## config.mk

```make
export PLATFORM = sky130hd
export DESIGN_NAME = pc_src_ctrl
export DESIGN_NICKNAME = d
export VERILOG_FILES = /design/src/rtl/pc_src_ctrl.sv
export SDC_FILE = /design/constraint.sdc
export NUM_CORES = 1
export LEC_CHECK = 0
export BUFFER_PORTS_ARGS = -buffer_cell sky130_fd_sc_hd__buf_2
export CELL_PAD_IN_SITES_DETAIL_PLACEMENT = 0
export CELL_PAD_IN_SITES_GLOBAL_PLACEMENT = 1
export CORE_ASPECT_RATIO = 1.25
export CORE_UTILIZATION = 33
export CTS_CLUSTER_DIAMETER = 150
export DETAILED_ROUTE_END_ITERATION = 8
export GPL_TIMING_DRIVEN = 1
export PLACE_DENSITY = 0.75
export REMOVE_ABC_BUFFERS = 1
export SLEW_MARGIN = 5
export SYNTH_ARGS = -nofsm -noshare
export SYNTH_HDL_FRONTEND = slang
export SYNTH_SLANG_ARGS = --single-unit
```

## constraint.sdc

```tcl
create_clock -name CLK -period 1.9 [get_ports CLK]
set_input_delay 0.095 -clock CLK [delete_from_list [all_inputs] [get_ports CLK]]
set_output_delay 0.095 -clock CLK [all_outputs]
set_load 0.005 [all_outputs]
```

## src/rtl/pc_src_ctrl.sv

```systemverilog
// Next-PC source controller: decodes fetched instructions, resolves branches/JR
// one cycle later and drives the pc's select, target fields and gated fetch strobe.
// Optional taken-redirect counter enabled by defining PC_SRC_STATS_EN.

package cpu_types_pkg;
  localparam int unsigned WORD_W  = 32;
  localparam int unsigned OP_W    = 6;
  localparam int unsigned FUNCT_W = 6;
  localparam int unsigned IMM_W   = 16;
  localparam int unsigned JADDR_W = 26;
  localparam int unsigned CNT_W   = 16;

  typedef logic [WORD_W-1:0] word_t;

  typedef enum logic [1:0] {
    PC_NEXT = 2'd0,
    PC_BR   = 2'd1,
    PC_JMP  = 2'd2,
    PC_JR   = 2'd3
  } pc_src_t;

  // Only the fields the resolve cycle needs are retained from the fetched word.
  typedef struct packed {
    logic [OP_W-1:0]    opcode;
    logic [FUNCT_W-1:0] funct;
  } ir_t;

  localparam logic [OP_W-1:0]    OP_RTYPE = 6'h00;
  localparam logic [OP_W-1:0]    OP_J     = 6'h02;
  localparam logic [OP_W-1:0]    OP_JAL   = 6'h03;
  localparam logic [OP_W-1:0]    OP_BEQ   = 6'h04;
  localparam logic [OP_W-1:0]    OP_BNE   = 6'h05;
  localparam logic [OP_W-1:0]    OP_HALT  = 6'h3F;
  localparam logic [FUNCT_W-1:0] FN_JR    = 6'h08;
endpackage

module pc_src_ctrl
  import cpu_types_pkg::*;
(
  input  logic               CLK,
  input  logic               nRST,
  input  logic               ihit,
  input  word_t              imemload,
  input  word_t              rdat1,
  input  word_t              rdat2,
  output logic               pc_ihit,
  output logic [1:0]         PCSrc,
  output logic [IMM_W-1:0]   br_addr,
  output logic [JADDR_W-1:0] jmp_addr,
  output word_t              jr_addr,
  output logic               halt
`ifdef PC_SRC_STATS_EN
  ,
  output logic [CNT_W-1:0]   redirect_cnt
`endif
);

  typedef enum logic [1:0] {
    RUN     = 2'd0,
    RESOLVE = 2'd1,
    HALTED  = 2'd2
  } state_t;

  state_t             state_q, state_d;
  ir_t                ir_q, ir_d;
  pc_src_t            pcsrc_q, pcsrc_d;
  logic [IMM_W-1:0]   br_addr_q, br_addr_d;
  logic [JADDR_W-1:0] jmp_addr_q, jmp_addr_d;
  word_t              jr_addr_q, jr_addr_d;
  logic               halt_q, halt_d;
  logic               regs_eq;
`ifdef PC_SRC_STATS_EN
  logic [CNT_W-1:0]   cnt_q, cnt_d;
`endif

  // Fetch only advances while running; reset also masks it immediately.
  assign pc_ihit = ihit & (state_q == RUN) & nRST;
  assign regs_eq = (rdat1 == rdat2);

  // Next-state, redirect bookkeeping and target capture
  always_comb begin
    state_d    = state_q;
    ir_d       = ir_q;
    pcsrc_d    = pcsrc_q;
    br_addr_d  = br_addr_q;
    jmp_addr_d = jmp_addr_q;
    jr_addr_d  = jr_addr_q;
    halt_d     = halt_q;
`ifdef PC_SRC_STATS_EN
    cnt_d      = cnt_q;
`endif

    case (state_q)
      RUN: begin
        if (pc_ihit) begin
          ir_d = '{opcode: imemload[31:26], funct: imemload[5:0]};
          // The delay-slot fetch consumes any pending redirect.
          if (pcsrc_q != PC_NEXT) begin
            pcsrc_d = PC_NEXT;
`ifdef PC_SRC_STATS_EN
            cnt_d   = cnt_q + CNT_W'(1);
`endif
          end
          case (imemload[31:26])
            OP_J, OP_JAL: begin
              jmp_addr_d = imemload[JADDR_W-1:0];
              pcsrc_d    = PC_JMP;
            end
            OP_BEQ, OP_BNE: begin
              br_addr_d = imemload[IMM_W-1:0];
              state_d   = RESOLVE;
            end
            OP_RTYPE: begin
              if (imemload[5:0] == FN_JR) state_d = RESOLVE;
            end
            OP_HALT: begin
              state_d = HALTED;
              halt_d  = 1'b1;
            end
            default: ;
          endcase
        end
      end

      RESOLVE: begin
        state_d = RUN;
        case (ir_q.opcode)
          OP_BEQ: if (regs_eq)  pcsrc_d = PC_BR;
          OP_BNE: if (!regs_eq) pcsrc_d = PC_BR;
          OP_RTYPE: begin
            if (ir_q.funct == FN_JR) begin
              jr_addr_d = rdat1;
              pcsrc_d   = PC_JR;
            end
          end
          default: ;
        endcase
      end

      HALTED: ;

      default: state_d = RUN;
    endcase
  end

  always_ff @(posedge CLK or negedge nRST) begin
    if (!nRST) begin
      state_q    <= RUN;
      ir_q       <= '0;
      pcsrc_q    <= PC_NEXT;
      br_addr_q  <= '0;
      jmp_addr_q <= '0;
      jr_addr_q  <= '0;
      halt_q     <= 1'b0;
`ifdef PC_SRC_STATS_EN
      cnt_q      <= '0;
`endif
    end else begin
      state_q    <= state_d;
      ir_q       <= ir_d;
      pcsrc_q    <= pcsrc_d;
      br_addr_q  <= br_addr_d;
      jmp_addr_q <= jmp_addr_d;
      jr_addr_q  <= jr_addr_d;
      halt_q     <= halt_d;
`ifdef PC_SRC_STATS_EN
      cnt_q      <= cnt_d;
`endif
    end
  end

  assign PCSrc    = pcsrc_q;
  assign br_addr  = br_addr_q;
  assign jmp_addr = jmp_addr_q;
  assign jr_addr  = jr_addr_q;
  assign halt     = halt_q;
`ifdef PC_SRC_STATS_EN
  assign redirect_cnt = cnt_q;
`endif

endmodule

```

# Word-level counts from Yosys, hierarchy flattened
# Cells that the tools add are included.
[op_classes]
eq_ne = 20
mux = 12
bitwise_logic = 3
n_reduce_logical = 14
[ops]
columns = ["cell", "n"]
rows = [
  ["$eq A32 B32 Y1", 1],
  ["$eq A6 B3 Y1 const B", 4],
  ["$mux W2", 8],
  ["$eq A6 B2 Y1 const B", 2],
  ["$eq A6 B4 Y1 const B", 2],
  ["$logic_not A6 Y1", 2],
  ["$ne A3 B3 Y1 const B", 4],
  ["$pmux W2 S3", 2],
  ["$reduce_and A3 Y1", 4],
  ["$pmux W2 S2", 2],
  ["$reduce_and A7 Y1", 1],
  ["$eq A6 B6 Y1 const B", 1],
  ["$ne A4 B1 Y1 const B", 1],
  ["$ne A4 B2 Y1 const B", 1],
  ["$reduce_and A4 Y1", 1],
  ["$reduce_bool A2 Y1", 2],
  ["$reduce_or A2 Y1", 2],
  ["$ne A3 B1 Y1 const B", 1],
  ["$and A1 B1 Y1", 2],
  ["$eq A2 B1 Y1 const B", 1],
  ["$eq A2 B2 Y1 const B", 1],
  ["$logic_not A2 Y1", 1],
  ["$ne A2 B2 Y1 const B", 1],
  ["$reduce_and A2 Y1", 1],
  ["$not A1 Y1", 1],
]
[totals]
register_bits = 91
in_bits = 99
out_inout_bits = 78
elab_cells = 57

# Logic depth before layout (Yosys ltp)
# Gate-level depths: netlist of run 1.
[logic_depth]
ltp_word = 5
ltp_mapped = 7
mapped_depth_nobuf = 6

# Least setup slack after synthesis of run 1
# OpenSTA, ideal clock, no wires.
[synth_timing]
kind = "reg-to-reg"
from = "register ir_q[1] in the netlist's numbering"
to = "register pcsrc_q[1] (netlist: PCSrc[1])"
setup_ns = 0.125
t_arrival_ns = 1.709
required_time_ns = 1.775
path_slack_ns = 0.066
path_stages_with_launch = 7
period_less_slack_ns = 1.834
cell_sequence = "dfrtp_1 -> or4b_4 -> nor3_4 -> a21oi_2 -> o31ai_4 -> o41ai_2 -> mux2_4"
[synth_via]
elab_chain_len = 3
[synth_rtl]
columns = ["item", "line_no", "rtl"]
rows = [
  ["from (decl)", "65", "ir_t ir_q, ir_d;"],
  ["from (signal assigned)", "160", "ir_q <= ir_d;"],
  ["$eq A6 B4 Y1", "131", "if (ir_q.funct == FN_JR) begin"],
  ["$ne A3 B3 Y1 (no source line)", "--", ""],
  ["$reduce_and A7 Y1 (no source line)", "--", ""],
  ["to (signal assigned)", "161", "pcsrc_q <= pcsrc_d;"],
  ["to (decl)", "66", "pc_src_t pcsrc_q, pcsrc_d;"],
]
# No other way between the ends.
# A chain may end at the register's enable or synchronous reset.

# Worst setup path after layout of run 1
# Ends and elaborated chain as after synthesis.

==> flow_metrics.py, run 1 <==
metrics = {
    "floorplan": {
        "fp.dieH_um": 124,
        "pin_count": 177,
        "core_sq_um": 11600,
        "dieArea_sq_um": 12300,
        "die_x_um": 99.3,
        "placementRows": 44,
        "start_util": 0.337,
    },
    "sta": {
        "max_freq_mhz": 530,
        "rsz0062_at_grt": "true",
        "hold_violations": 0,
        "skew_ns": 0.00493,
        "period_needed_ns": 1.89,
        "tightestPinTransition_ns": 0.678,
        "tns_ns": 0,
        "drv_slew": 0,
        "slew_headroom": 0.548,
        "finalSetupViolations": 0,
        "fin_crit_sh": 0.992,
    },
    "yosys": {
        "synth_xor_area_frac": 0.0718,
        "synth_area_sq_um": 3900,
        "muxShareOfSynthArea": 0.246,
        "synth_largest_area_cell": "dfrtp_1",
        "ys_types": 32,
        "yosys.area.top_type_share": 0.584,
        "yosysWarnings": 0,
        "yosys.area_share.simple": 0.0616,
        "yosys.area_share.adder": 0,
        "synth_seq_cells": 91,
        "ys_seq_area_frac": 0.584,
        "synth-compound-area-share": 0.0234,
        "synth.area.top_cells": "dfrtp_1 58%, mux2_2 23%, xor2_1 7.2%",
        "synth_top_family_by_area": "multiplexers",
        "avgSynthCellArea_sq_um": 14.7,
        "syn_inst": 265,
    },
    "global_route": {
        "grt_max_degree": 54,
        "grtUsageTotal": 0.147,
        "grt_pass1_wl_um": 13800,
        "antenna_found_initial": 0,
        "overflow": 0,
        "grt_pass1_vias": 2933,
    },
    "layout": {
        "utilization": 0.474,
        "final_common_cell": "buf_2",
        "instances_no_fill": 611,
        "drive_above_1_share": 0.624,
        "syn_to_final_growth_pct": 40.6,
        "finalNetCount": 568,
        "nFillCells": 1074,
        "finalInstanceArea_sq_um": 5490,
        "final_cell_mix": "175 x buf_2, 91 x dfrtp_1, 81 x mux2_2, 32 x xor2_1, 15 x dlygate4sd3_1",
        "antenna_cells": 0,
        "regArea_sq_um": 2280,
        "multi_input_area_sq_um": 1580,
    },
    "drt": {
        "vias": 2862,
        "drt.antenna.violating_nets": 0,
        "firstDrtPassIters": 4,
        "drcViolationCount": 0,
        "routed_wl_um": 8810,
        "wl_per_cell_um": 14.4,
        "via_per_inst": 4.68,
        "dr.first_iter.drc_count": 60,
    },
    "clock_tree": {
        "cts.path.max_buffers": 2,
        "clk_latency_ns": 0.33,
        "postCtsResizedCells": 0,
        "cts_buffers": 9,
        "ctsHtreeMaxLevel": 3,
        "clk_pin_slew_ns": 0.06,
        "cts_tree": "built",
        "root_buffer": "clkbuf_16",
        "clock-sinks": 91,
    },
    "run_status": {
        "status": "finished clean",
    },
    "placed_design": {
        "place_area_sq_um": 5020,
        "port-buffer-count": 176,
        "routabilityCongestion": 0.713,
        "hpwl_um": 6520,
        "place_inst": 581,
    },
    "critical_path": {
        "critPathMaxFanout": 2,
        "cp-start-kind": "flip-flop",
        "worstSetupPathType": "flip-flop to flip-flop",
        "cp.required_ns": 2.11,
        "cp_slowest_cell": "or4b_4",
        "cp.arrival_ns": 2.10,
        "critPathMaxStageDelay_ns": 0.54,
        "cp-end-kind": "flip-flop",
        "path_cells": "or4b_4 -> nor3_4 -> a21oi_2 -> o31ai_4 -> o41ai_2 -> mux2_4",
    },
    "worst_hold_path": {
        "hp-class": "input pin to flip-flop",
    },
    "power_and_ir_drop": {
        "p_total_mw": 4.81,
        "ir_drop_mv": 0.473,
        "cellLeakagePower_nw": 2.81,
        "power_density_nw_per_um2": 878,
    },
    "job": {
        "cap_viol_max_count": 0,
    },
}
cells by family (layout without fill, tap and decap cells):
| kind of cell | after synthesis | after routing |
|---|---|---|
| DFF | 91 | 91 |
| muxes | 85 | 85 |
| and+or+nand+nor | 36 | 36 |
| xor gates and xnor gates | 32 | 32 |
| buffers and inverters | 11 | 219 |
| AOI/OAI and AO/OA | 10 | 10 |
cells in the mapped netlist:
master,n
and4_1,2
o41ai_2,1
nor3_1,3
nor2_1,4
a21oi_1,1
nor4_2,1
nor3b_2,1
mux2_1,3
xor2_1,32
nand2b_1,1
o21a_1,1
nand2_2,2
dfrtp_1,91
nor4b_1,1
a21boi_0,1
mux2_4,1
or4b_4,1
nand3_2,1
nand2_1,5
or3_1,1
a21o_1,1
inv_1,3
nor3_4,1
mux2_2,81
o31ai_4,1
o21ai_0,2
a21oi_2,1
buf_2,8
or2_2,1
nor4_1,9
nand4_1,2
o31ai_1,1
critical path: cells and delay by family (launching register included):
| kind | cells | cell delay, ns |
|---|---|---|
| AND/OR/NAND/NOR | 2 | 0.70 |
| flip-flops | 1 | 0.37 |
| AO/OA/AOI/OAI | 3 | 0.39 |
| multiplexers | 1 | 0.30 |
metrics by stage:
step,setup slack (ns),hold WS (ns)
floorplan,-1.13,-0.201
global placement,-0.114,0.293
detailed placement,-0.228,0.298
CTS,-0.00814,0.000112
global route,-0.0409,0.00200
finish,0.0147,0.00981
sequential cells by signal (all words and copies together), names as in the netlist:
| name | count |
|---|---|
| jr_addr | 32 |
| jmp_addr | 26 |
| br_addr | 16 |
| ir_q | 12 |
| PCSrc | 2 |
| state_q | 2 |
| halt | 1 |
report_power, final:
group,switching [mW],internal [mW]
Combinational,0.302,0.414
Clock,0.712,1.12
Sequential,0.114,2.15
path summary, 6_finish.rpt:
| path | startpoint | to | slack [ns] | cells after the start |
|---|---|---|---|---|
| worst max-delay path | ir_q[1] | PCSrc[1] | 0.01 | 6 |
| worst min-delay path | imemload[11] | jmp_addr[11] | 0.01 | 2 |
| worst max register to register | ir_q[1] | PCSrc[1] | 0.01 | 6 |
| worst min register to register | halt | halt | 0.47 | 1 |
| max in group asynchronous | nRST | jr_addr[9] | 0.47 | 4 |
| min in group asynchronous | nRST | jmp_addr[18] | 0.44 | 3 |
layer usage:
layer  vias to the layer above  routed length (um)  global-route usage
met5                         -                   0                   0
met4                         0                  99              0.0524
met3                         7                 669              0.0475
met2                       120                4450               0.266
met1                      1390                3600               0.160
li1                       1345                   -                   -
cell type report:
| class | instances | area share |
|---|---|---|
| Tap cell | 138 | 0.0315 |
| Timing Repair Buffer | 201 | 0.207 |
| Clock buffer | 12 | 0.0486 |
| Sequential cell | 91 | 0.415 |
| Inverter | 3 | 0.00205 |
| Clock inverter | 3 | 0.00844 |
| Multi-Input combinational cell | 163 | 0.288 |
timing repair:
item                                   CTS  global route
endpoints found under the hold margin   68             0
hold buffers                            15             0
setup buffers                            0             0
setup endpoints to repair                1             3
pin swaps                                0             0
Note: power is estimated with default switching activity, not from simulation.
==> run 2, diff against run 1 <==
Settings changed: CORE_UTILIZATION 33 to 34, CTS_BUF_LIST from default to sky130_fd_sc_hd__clkbuf_8, PLACE_DENSITY 0.75 to 0.81, REMOVE_ABC_BUFFERS 1 to default.
==> run 2 against run 1 <==
Against the previous run: via count grew 5.4%; register-to-register slack lost 0.05 ns; highest routed layer unchanged; critical path depth is the same; combinational power grew 8.7%; clock power shrank 18%; largest power group unchanged; the run now ends with design-rule violations, negative setup slack left; sequential share of layout area shrank 1.9 points.
==> flow_metrics.py, run 2 (same netlist as run 1, synthesis figures left out) <==
metrics = {
    "run_status": {
        "status": "finished with violations",
        "violations": "design-rule violations, negative setup slack",
    },
    "placed_design": {
        "hpwl_um": 6960,
        "routabilityCongestion": 0.806,
        "place_inst": 580,
        "port-buffer-count": 176,
        "place_area_sq_um": 5030,
    },
    "layout": {
        "largest_reg_flops": 32,
        "instances_no_fill": 643,
        "final_cell_mix": "175 x buf_2, 91 x dfrtp_1, 81 x mux2_2, 47 x dlygate4sd3_1, 32 x xor2_1",
        "utilization": 0.516,
        "syn_to_final_growth_pct": 47.2,
        "finalNetCount": 602,
        "finalInstanceArea_sq_um": 5740,
        "drive_above_1_share": 0.585,
        "final_common_cell": "buf_2",
        "antenna_cells": 0,
    },
    "sta": {
        "tns_ns": -0.0356,
        "drv_slew": 0,
        "skew_ns": 0.0101,
        "holdWs_ns": 0.0173,
        "slew_headroom": 0.577,
        "tightestPinTransition_ns": 0.634,
        "max_freq_mhz": 517,
        "period_needed_ns": 1.94,
        "finalSetupViolations": 1,
        "hold_violations": 0,
        "rsz0062_at_grt": "true",
        "layout_setup_ws_ns": -0.0356,
        "fin_crit_sh": 1.02,
    },
    "clock_tree": {
        "clk_pin_slew_ns": 0.09,
        "clk_latency_ns": 0.35,
        "cts_tree": "built",
        "cts_buffers": 9,
        "root_buffer": "clkbuf_8",
        "ctsHtreeMaxLevel": 3,
        "postCtsResizedCells": 0,
        "clock-sinks": 91,
        "cts.path.max_buffers": 2,
    },
    "global_route": {
        "grt_pass1_wl_um": 15200,
        "grt_pass1_vias": 3170,
        "antenna_found_initial": 0,
        "grtUsageTotal": 0.166,
        "grt_max_degree": 51,
        "overflow": 0,
    },
    "critical_path": {
        "critPathTopFamily": "simple AND/OR/NAND/NOR gates",
        "cp-start-kind": "flip-flop",
        "path_cells": "or4b_4 -> nor3_4 -> a21oi_2 -> o31ai_4 -> o41ai_2 -> mux2_4",
        "cp-end-kind": "flip-flop",
        "ff2ff_path_depth": 6,
        "reg2reg_from": "ir_q[1]",
        "cp_slowest_cell": "or4b_4",
        "r2r_slack_ns": -0.04,
        "critPathMaxStageDelay_ns": 0.55,
        "timing.rr.end": "PCSrc[1]",
        "cp.required_ns": 2.14,
        "worstSetupPathType": "flip-flop to flip-flop",
        "cp_num_buf_inv": 0,
        "cp.arrival_ns": 2.17,
        "critPathMaxFanout": 2,
    },
    "power_and_ir_drop": {
        "ir_drop_mv": 0.440,
        "cellLeakagePower_nw": 2.93,
        "power_density_nw_per_um2": 792,
    },
    "worst_hold_path": {
        "hp-class": "input pin to flip-flop",
        "hp-start": "rdat1[16]",
        "hold_depth": 2,
        "hold_path_end": "jr_addr[16]",
    },
    "yosys": {
        "syn_nets": 364,
    },
    "drt": {
        "dr.first_iter.drc_count": 81,
        "routed_wl_um": 9640,
        "drt.antenna.violating_nets": 0,
        "via_per_inst": 4.69,
        "drcViolationCount": 40,
        "firstDrtPassIters": 6,
        "wl_per_cell_um": 15.0,
        "vias": 3016,
    },
    "floorplan": {
        "fp.dieH_um": 122,
        "core_sq_um": 11100,
        "dieArea_sq_um": 11900,
        "die_x_um": 97.8,
        "start_util": 0.350,
        "placementRows": 43,
        "pin_count": 177,
    },
    "job": {
        "cap_viol_max_count": 0,
    },
}
==> run 2: worst max path at each step <==
stage	endpoint	cells after the start	from
final	PCSrc[1]	6	ir_q[1]
after global routing	PCSrc[1]	6	ir_q[1]
after CTS	PCSrc[1]	6	ir_q[1]
after detailed placement	PCSrc[1]	8	rdat2[18]
after global placement	PCSrc[1]	8	rdat2[18]
after floorplan	PCSrc[1]	6	ir_q[1]
==> run 2: where the power goes <==
part	switching, mW	internal [mW]	total, mW	leakage, nW
sequential	0.123	2.15	2.27	1.14
clock	0.655	0.847	1.50	0.124
combinational	0.320	0.458	0.778	1.66
total	1.10	3.45	4.55	2.93
==> run 2: timing repair <==
item	4_1_cts	5_1_grt
hold buffers	47	0
buffers inserted	0	0
gates cloned	0	0
hold endpoints to repair	97	0
setup endpoints to repair	1	1
==> run 2: final cells by class <==
cell class / instances / area (sq um)
Clock buffer: 12 / 165
Clock inverter: 4 / 72.6
Fill cell: 961 / 5400
Inverter: 3 / 11.3
Multi-Input combinational cell: 163 / 1580
Sequential cell: 91 / 2280
Tap cell: 135 / 169
Timing Repair Buffer: 235 / 1470
==> run 2: worst register-to-register path, stage by stage, from the launching register on <==
cell	delay, ns
dfrtp_1	0.39
or4b_4	0.55
nor3_4	0.17
a21oi_2	0.10
o31ai_4	0.18
o41ai_2	0.12
mux2_4	0.30
==> run 2: routing by layer <==
| metal | wire length, um | part of all wire | GRT usage |
|---|---|---|---|
| met2 | 4840 | 0.50 | 0.305 |
| met5 | 0 | 0 | 0 |
| met4 | 160 | 0.017 | 0.0682 |
| met3 | 809 | 0.084 | 0.0453 |
| met1 | 3830 | 0.40 | 0.180 |
==> run 2: stage by stage <==
step                power, mW  setup slack [ns]
finish                   4.55           -0.0356
global route             4.78           -0.0880
CTS                      4.61           -0.0449
detailed placement       3.02            -0.134
global placement         2.99           -0.0952
floorplan                2.59            0.0655
==> run 3, diff against run 2 <==
Settings changed: CORE_ASPECT_RATIO 1.25 to default, CORE_MARGIN from default to 10.
==> run 3 against run 2 <==
Against the previous run: first-iteration DRC count up 3.7%; highest routed layer unchanged; critical path type is now input pin to flip-flop; final cell count increased by 2.5%; the flow finishes with violations (negative setup slack); sequential cell count did not move.
==> flow_metrics.py, run 3 (same netlist as run 1, synthesis figures left out) <==
metrics = {
    "run_status": {
        "status": "finished with violations",
        "violations": "negative setup slack",
    },
    "drt": {
        "via_per_inst": 4.67,
        "drt.antenna.violating_nets": 0,
        "dr.first_iter.drc_count": 84,
        "firstDrtPassIters": 4,
        "wl_per_cell_um": 17.4,
        "vias": 3078,
        "drcViolationCount": 0,
        "routed_wl_um": 11500,
    },
    "sta": {
        "hold_violations": 0,
        "fin_crit_sh": 1.03,
        "skew_ns": 0.0134,
        "slew_headroom": 0.574,
        "drv_slew": 0,
        "layout_setup_ws_ns": -0.0498,
        "holdWs_ns": 0.0263,
        "period_needed_ns": 1.95,
        "rsz0062_at_grt": "true",
        "finalSetupViolations": 1,
        "tightestPinTransition_ns": 0.639,
        "tns_ns": -0.0498,
        "max_freq_mhz": 513,
    },
    "floorplan": {
        "pin_count": 177,
        "fp.dieH_um": 127,
        "placementRows": 39,
        "die_x_um": 127,
        "core_sq_um": 11300,
        "start_util": 0.345,
        "dieArea_sq_um": 16200,
    },
    "global_route": {
        "overflow": 0,
        "grt_pass1_wl_um": 18400,
        "grtUsageTotal": 0.140,
        "grt_max_degree": 51,
        "grt_pass1_vias": 3502,
        "antenna_found_initial": 1,
    },
    "critical_path": {
        "timing.rr.end": "PCSrc[1]",
        "cp.required_ns": 2.15,
        "cp-end-kind": "flip-flop",
        "cp.arrival_ns": 2.20,
        "r2r_slack_ns": 0.01,
        "ff2ff_path_depth": 6,
        "reg2reg_from": "ir_q[1]",
        "cp-start-kind": "input pin",
        "critPathMaxFanout": 2,
        "worstSetupPathType": "input pin to flip-flop",
    },
    "job": {
        "cap_viol_max_count": 0,
    },
    "worst_hold_path": {
        "hp-start": "rdat1[31]",
        "hold_depth": 2,
        "hp-class": "input pin to flip-flop",
        "hold_path_end": "jr_addr[31]",
    },
    "layout": {
        "largest_reg_flops": 32,
        "utilization": 0.516,
        "finalInstanceArea_sq_um": 5840,
        "instances_no_fill": 659,
        "final_cell_mix": "175 x buf_2, 91 x dfrtp_1, 81 x mux2_2, 58 x dlygate4sd3_1, 32 x xor2_1",
        "nFillCells": 980,
        "drive_above_1_share": 0.577,
        "final_common_cell": "buf_2",
        "syn_to_final_growth_pct": 49.7,
        "finalNetCount": 609,
    },
    "clock_tree": {
        "root_buffer": "clkbuf_8",
        "clk_pin_slew_ns": 0.09,
        "clock-sinks": 91,
        "cts.path.max_buffers": 2,
        "cts_tree": "built",
        "post-cts-setup-buffers": 0,
        "clk_latency_ns": 0.36,
        "cts_buffers": 9,
        "ctsHtreeMaxLevel": 3,
    },
    "placed_design": {
        "place_inst": 584,
        "hpwl_um": 8440,
        "routabilityCongestion": 0.779,
        "port-buffer-count": 176,
        "place_area_sq_um": 5030,
    },
    "power_and_ir_drop": {
        "ir_drop_mv": 0.370,
        "cellLeakagePower_nw": 2.94,
        "power_density_nw_per_um2": 762,
    },
    "yosys": {
        "syn_nets": 364,
    },
}
run 3: changes by cell type in the layout (fill, tap and decap cells not counted), sizes merged:
cell and delta:
buf -4, dlygate4sd3 +11, clkinv +1, bufinv -1, clkbuf -3, inv +3
diode +1
run 3: worst max path at each step:
stage	from	to	slack (ns)	depth (start not counted)
after CTS	ir_q[1]	PCSrc[1]	-0.002	6
final	rdat1[9]	PCSrc[1]	-0.05	8
after floorplan	ir_q[1]	PCSrc[1]	0.07	6
after global placement	rdat2[27]	PCSrc[1]	-0.14	7
after detailed placement	rdat2[27]	PCSrc[1]	-0.16	7
after global routing	ir_q[1]	PCSrc[1]	-0.08	6
run 3: per-stage QoR:
step	total power [mW]	setup WS (ns)
after detailed placement	3.04	-0.164
after CTS	4.51	-0.00245
after floorplan	2.59	0.0655
after global placement	3.01	-0.142
final	4.45	-0.0498
after global routing	4.71	-0.0821
run 3: routing by layer:
layer / part of all wire / vias up / GRT usage
li1: - / 1430 / -
met1: 0.42 / 1484 / 0.155
met2: 0.43 / 152 / 0.220
met3: 0.13 / 12 / 0.0765
met4: 0.016 / 0 / 0.0576
met5: 0 / - / 0
run 3: layout make-up:
type / count / area (sq um) / area share
diodes: 1 / 2.50 / 0.000429
clock buffers: 9 / 124 / 0.0212
clock inverters: 7 / 81.3 / 0.0139
inverters: 3 / 11.3 / 0.00193
multi-input cells: 163 / 1600 / 0.274
flip-flops and latches: 91 / 2280 / 0.390
well taps: 143 / 179 / 0.0306
repair buffers: 242 / 1560 / 0.267
run 3: what timing repair did:
item	4_1_cts	5_1_grt
pin swaps	0	0
gates resized for setup	0	4
endpoints found under the hold margin	117	0
hold buffers	58	0
cloned	0	0
endpoints found under the setup margin	1	33
run 3: worst max-delay path, cell delays in order:
cell,delay [ns]
dlygate4sd3_1,0.54
buf_2,0.14
xor2_1,0.15
nor4_1,0.23
nand4_1,0.17
o21a_1,0.25
o41ai_2,0.29
mux2_4,0.33
run 3: power breakdown:
part           switching (mW)  internal (mW)  leakage (nW)
Sequential              0.125           2.15          1.14
Clock                   0.727          0.632         0.107
Combinational           0.346          0.475          1.70
